<file path="src/rtl/viterbi_seq_ctrl.sv">
// viterbi_seq_ctrl: sequencing controller for a serial-ACS Viterbi decoder.
// It walks the ACS unit through every trellis state once per symbol pair.
// It manages the survivor-memory write column. Once the memory holds a full
// traceback window, it traces back from the best state and hands out one
// decoded bit per symbol.
module viterbi_seq_ctrl #(
  parameter  int K    = 5,
  parameter  int D_TB = 32,
  localparam int NS   = 1 << (K - 1),
  localparam int SW   = K - 1,
  localparam int AW   = $clog2(D_TB)
) (
  input  logic          clk,
  input  logic          rst_n,
  input  logic          clear,
  input  logic          in_valid,
  output logic          in_ready,
  output logic          acs_en,
  output logic [SW-1:0] acs_state,
  output logic          acs_first,
  input  logic [SW-1:0] best_state,
  output logic          sm_we,
  output logic [AW-1:0] sm_waddr,
  output logic [AW-1:0] sm_raddr,
  output logic [SW-1:0] sm_rstate,
  input  logic          sm_rbit,
  output logic          out_valid,
  output logic          out_bit,
  input  logic          out_ready,
  output logic          busy
);

  typedef enum logic [2:0] {IDLE, ACS, BEST, TB, OUT} state_e;

  localparam logic [AW:0]   FILL_FULL = (AW + 1)'(D_TB);
  localparam logic [AW-1:0] LAST_STEP = AW'(D_TB - 2);
  localparam logic [SW-1:0] LAST_ACS  = SW'(NS - 1);

  state_e        state_q, state_d;
  logic [AW-1:0] wr_ptr_q, wr_ptr_d;
  logic [AW:0]   fill_q, fill_d;
  logic [SW-1:0] cur_q, cur_d;
  logic [AW-1:0] step_q, step_d;
  logic [AW-1:0] raddr_q, raddr_d;
  logic [SW-1:0] acs_state_q, acs_state_d;
  logic          acs_en_q, acs_en_d;
  logic          acs_first_q, acs_first_d;
  logic          out_valid_q, out_valid_d;
  logic          out_bit_q, out_bit_d;

  // Handshake-facing status decoded straight from the state register.
  assign in_ready  = (state_q == IDLE) && rst_n && !clear;
  assign busy      = (state_q != IDLE);

  // Every other output is taken directly from a flop.
  assign acs_en    = acs_en_q;
  assign sm_we     = acs_en_q;
  assign acs_state = acs_state_q;
  assign acs_first = acs_first_q;
  assign sm_waddr  = wr_ptr_q;
  assign sm_raddr  = raddr_q;
  assign sm_rstate = cur_q;
  assign out_valid = out_valid_q;
  assign out_bit   = out_bit_q;

  // Next-state, datapath and registered-output decode.
  always_comb begin
    // NOTE: every variable gets a default before the case so no path leaves one unassigned (no latch).
    state_d     = state_q;
    wr_ptr_d    = wr_ptr_q;
    fill_d      = fill_q;
    cur_d       = cur_q;
    step_d      = step_q;
    raddr_d     = raddr_q;
    acs_state_d = acs_state_q;

    unique case (state_q)
      IDLE: begin
        if (in_valid && in_ready) begin
          state_d     = ACS;
          acs_state_d = '0;
        end
      end
      ACS: begin
        if (acs_state_q == LAST_ACS) begin
          state_d     = BEST;
          acs_state_d = '0;
        end else begin
          acs_state_d = acs_state_q + SW'(1);
        end
      end
      BEST: begin
        cur_d  = best_state;
        fill_d = (fill_q == FILL_FULL) ? fill_q : fill_q + (AW + 1)'(1);
        if (fill_d == FILL_FULL) begin
          // Traceback starts at the column just written.
          state_d = TB;
          step_d  = '0;
          raddr_d = wr_ptr_q;
        end else begin
          state_d  = IDLE;
          wr_ptr_d = wr_ptr_q + AW'(1);
        end
      end
      TB: begin
        cur_d   = (cur_q << 1) | {{(SW - 1){1'b0}}, sm_rbit};
        step_d  = step_q + AW'(1);
        raddr_d = raddr_q - AW'(1);
        if (step_q == LAST_STEP) state_d = OUT;
      end
      OUT: begin
        if (out_ready) begin
          state_d  = IDLE;
          wr_ptr_d = wr_ptr_q + AW'(1);
        end
      end
      default: state_d = IDLE;
    endcase

    // A synchronous clear wins over everything decided above.
    if (clear) begin
      state_d     = IDLE;
      wr_ptr_d    = '0;
      fill_d      = '0;
      cur_d       = '0;
      step_d      = '0;
      raddr_d     = '0;
      acs_state_d = '0;
    end

    acs_en_d    = (state_d == ACS);
    acs_first_d = (state_d == ACS) && (acs_state_d == '0);
    out_valid_d = (state_d == OUT);
    out_bit_d   = (state_d == OUT) ? cur_d[SW-1] : 1'b0;
  end

  // State, datapath and output registers.
  always_ff @(posedge clk or negedge rst_n) begin
    // NOTE: sequential state uses non-blocking assignments so all flops update together.
    if (!rst_n) begin
      state_q     <= IDLE;
      wr_ptr_q    <= '0;
      fill_q      <= '0;
      cur_q       <= '0;
      step_q      <= '0;
      raddr_q     <= '0;
      acs_state_q <= '0;
      acs_en_q    <= 1'b0;
      acs_first_q <= 1'b0;
      out_valid_q <= 1'b0;
      out_bit_q   <= 1'b0;
    end else begin
      state_q     <= state_d;
      wr_ptr_q    <= wr_ptr_d;
      fill_q      <= fill_d;
      cur_q       <= cur_d;
      step_q      <= step_d;
      raddr_q     <= raddr_d;
      acs_state_q <= acs_state_d;
      acs_en_q    <= acs_en_d;
      acs_first_q <= acs_first_d;
      out_valid_q <= out_valid_d;
      out_bit_q   <= out_bit_d;
    end
  end

endmodule

</file>
<file path="config.mk">
export PLATFORM = sky130hd
export DESIGN_NAME = viterbi_seq_ctrl
export DESIGN_NICKNAME = d
export VERILOG_FILES = /design/src/rtl/viterbi_seq_ctrl.sv
export SDC_FILE = /design/constraint.sdc
export NUM_CORES = 1
export LEC_CHECK = 0
export CAP_MARGIN = 20
export CORE_ASPECT_RATIO = 0.75
export CORE_MARGIN = 2
export CORE_UTILIZATION = 50
export DETAILED_ROUTE_END_ITERATION = 7
export PLACE_DENSITY = 0.76
export SLEW_MARGIN = 15
export SYNTH_ARGS = -nofsm -noshare
export SYNTH_HDL_FRONTEND = slang
export SYNTH_SLANG_ARGS = --single-unit
</file>
<file path="constraint.sdc">
create_clock -name clk -period 4.6 [get_ports clk]
set_input_delay 1.15 -clock clk [delete_from_list [all_inputs] [get_ports clk]]
set_output_delay 1.15 -clock clk [all_outputs]
set_load 0.02 [all_outputs]
</file>
==> results_dict.tcl <==
set metrics [dict create \
    status "complete, no violations" \
    synth_cells 214 \
    syn_nets 231 \
    io_buffers 34 \
    yosysWarningCount 0 \
    clock_path_buffers 2 \
    overflow 0 \
    ant_nets 0 \
    path_cells "clkdlybuf4s50_1 -> nor2_1 -> clkdlybuf4s50_1" \
    final_max_slew_viol_count 0 \
    nNetsFinal 264 \
    die_area_um2 4646 \
    synth-simple-area-share_pct 21.24 \
    route.vias.total 1702 \
    p_clk_share_pct 44.9 \
    hpwl_um 2916 \
    rsz0062_at_grt "no" \
    worst_pin_slew_ns 0.8525 \
    placed_cell_area_um2 2414 \
    crit_required_ns 3.45 \
    grt_max_degree 39 \
    cts_buffers 5 \
    cts_num_sinks 36 \
    synthDistinctLibCells 52 \
    grt_usage_pct 20.09 \
    holdCritStartpoint "step_q[1]$_DFFE_PN0P_" \
    fp.dieW_um 78.04 \
    clock_skew_ns 0.006599 \
    synth_top_family_by_area "simple AND/OR/NAND/NOR gates" \
    crit_cells 3 \
    start_util_pct 51.34 \
    synthMuxAreaShare_pct 4.504 \
    synth-xor-area-share_pct 2.130 \
    firstDrtPassIters 4 \
    io_pins 35 \
    syn_avg_cell_area_um2 9.606 \
    worstReg2RegStart "state_q[1]$_DFF_PN0_" \
    fp.coreArea_um2 4004 \
    crit_arrival_ns 2.28 \
    cp-end-kind "output pin" \
    design_area_um2 2540 \
    hold_violations 0 \
    maxSlewHeadroom_pct 43.05 \
    area_growth_pct 23.55 \
    root_buffer "clkbuf_8" \
    tritoncts "done" \
    cp_max_fo 2 \
    ir_worst_vdd_mv 0.1863 \
    r2r-end "sm_waddr[4]$_DFFE_PN0P_" \
    viasPerCell 5.617 \
    antenna_found_initial 0 \
    critPathMostFrequentCell "clkdlybuf4s50_1" \
    min_path_cells 2 \
    power_density_nw_per_um2 267.7 \
    synth_edf_count 0 \
    synth_compound_area_share_pct 18.87 \
    p_comb_share_pct 7.6 \
    p_leak_nw 1.064 \
    min_period_ns 3.430 \
    hold_path_class "flop to flop" \
    grt_pass1_wl_um 7169 \
    syn_area_um2 2056 \
    drt-initial-drc-count 211 \
    final_common_cell "dfrtp_1" \
    fillers 343 \
    dominantRegCellSynth "dfrtp_1" \
    p_seq_share_pct 47.5 \
    final_cell_mix "dfrtp_1 (36), clkdlybuf4s50_1 (33), nor2_1 (28), inv_1 (12), o21ai_0 (11)" \
    post-cts-setup-buffers 0 \
    antenna_cells 0 \
    cp_slowest_cell "clkdlybuf4s50_1" \
    clkSlewWorstSetupHoldPaths_ns 0.07 \
    cts_resized 0 \
    setup_tns_ns 0 \
    synth_fa_ha_area_share_pct 4.260 \
    drive_above_1_share_pct 11.29 \
    drc 0 \
    h-tree-depth 2 \
    critPathLaunchType "primary input" \
    synth_seq_area_share_pct 43.82 \
    fin_crit_sh_pct 74.57 \
    wl_per_cell_um 13.73 \
    p_int_mw 0.5327 \
    synth-async-reset-ratio_pct 100.0 \
    gp_congestion 0.7721 \
    ys_seq_elements 36 \
    ctsHoldBuffers 0 \
    first_global_vias 1512 \
    rows 20 \
    setup_viol_count_final 0 \
    reg2reg_slack_ns 1.85 \
    holdPathEnd "step_q[1]$_DFFE_PN0P_" \
    path_delay_family "buffers and inverters" \
    max_cap_viol_count 0 \
    power_switching_share_pct 21.65 \
    clock_latency_ns 0.29 \
    p_switching_mw 0.1472 \
    die_y_um 59.53 \
    max_freq_mhz 291.5 \
    wirelength_um 4161 \
    path_class "primary input to output pin" \
    cp.buffers_inverters 2 \
    ff2ff_path_depth 6 \
    critPathMaxStageDelay_ns 0.60 \
]
-- per-layer routing --
layer	global-route usage (%)	share of wire [%]
met1	29.22	49
met5	0	0
met2	29.43	44
met3	6.098	5.7
met4	5.263	0.87
-- cells in the mapped netlist, types with 2 or more instances --
cell | instances | area (um^2)
inv_1 | 12 | 45.04
nand4_1 | 5 | 31.28
mux2_1 | 2 | 22.52
or3b_2 | 2 | 17.52
nor2_1 | 28 | 105.1
dfrtp_1 | 36 | 900.9
and2_1 | 3 | 18.77
mux2i_1 | 7 | 70.07
a31oi_1 | 4 | 25.02
nor4_1 | 2 | 12.51
and3_2 | 2 | 15.01
o21ai_0 | 11 | 55.05
xnor2_1 | 4 | 35.03
nor3_1 | 6 | 30.03
o21ai_1 | 2 | 10.01
nand3_1 | 3 | 15.01
o31ai_1 | 3 | 22.52
and3b_1 | 2 | 17.52
ha_1 | 7 | 87.58
buf_4 | 4 | 30.03
a211oi_1 | 6 | 45.04
clkbuf_1 | 3 | 11.26
a21boi_2 | 2 | 22.52
nor2b_1 | 6 | 37.54
o21ai_2 | 4 | 35.03
a21oi_1 | 9 | 45.04
nand2_1 | 10 | 37.54
nand3b_1 | 2 | 15.01
or3_1 | 4 | 25.02
-- cell type report --
type                       count  area, um^2  share of cell area [%]
multi-input combinational    156        1049                   41.28
sequential                    36       900.9                   35.47
timing repair buffer          36       350.3                   13.79
clock buffer                   7       96.34                   3.793
tap                           55       68.82                   2.709
inverter                      12       45.04                   1.773
clock inverter                 1       30.03                   1.182
-- cell families (layout without fill, tap and decap cells) --
group           after synthesis  in the layout
xor+xnor                      5              5
compound gates               53             53
mux                           9              9
buf+inv                      22             56
flops                        36             36
fa+ha+maj                     7              7
simple gates                 82             82
-- sequential cells by signal, summed over array words and instances (netlist names) --
register / flops
out_bit: 1
acs_first: 1
sm_raddr: 5
state_q: 3
out_valid: 1
acs_state: 4
fill_q: 6
sm_waddr: 5
sm_rstate: 4
step_q: 5
acs_en: 1
-- metrics by stage --
step	total power, mW	instances	worst slack [ns]	utilization (%)	hold slack (ns)
6_report	0.6799	303	1.170	63.44	0.5468
5_1_grt	0.7077	303	1.118	63.44	0.5768
4_1_cts	0.6872	303	1.160	63.44	0.5472
3_5_place_dp	0.3815	295	1.170	60.28	0.5301
3_3_place_gp	0.3807	295	1.166	60.28	0.5281
2_1_floorplan	0.3565	214	1.494	-	0.4964
-- power groups by stage --
stage | registers [mW] | logic [mW] | clock network [mW]
after floorplan | 0.330 | 0.0267 | 0
after global placement | 0.329 | 0.0515 | 0
final | 0.323 | 0.0516 | 0.305
after global routing | 0.324 | 0.0572 | 0.327
after CTS | 0.323 | 0.0524 | 0.312
after detailed placement | 0.329 | 0.0521 | 0
-- worst min-delay path, cell delays in order (launching register included) --
cell and delay, ns:
dfrtp_1 0.39, nand2_1 0.06, o31ai_1 0.06
-- how the worst max path moves through the flow --
stage / startpoint / end
3_5_place_dp: clear / in_ready
6_report: clear / in_ready
4_1_cts: clear / in_ready
2_1_floorplan: clear / in_ready
5_1_grt: clear / in_ready
3_3_place_gp: clear / in_ready
(Power assumes the default switching activity.)
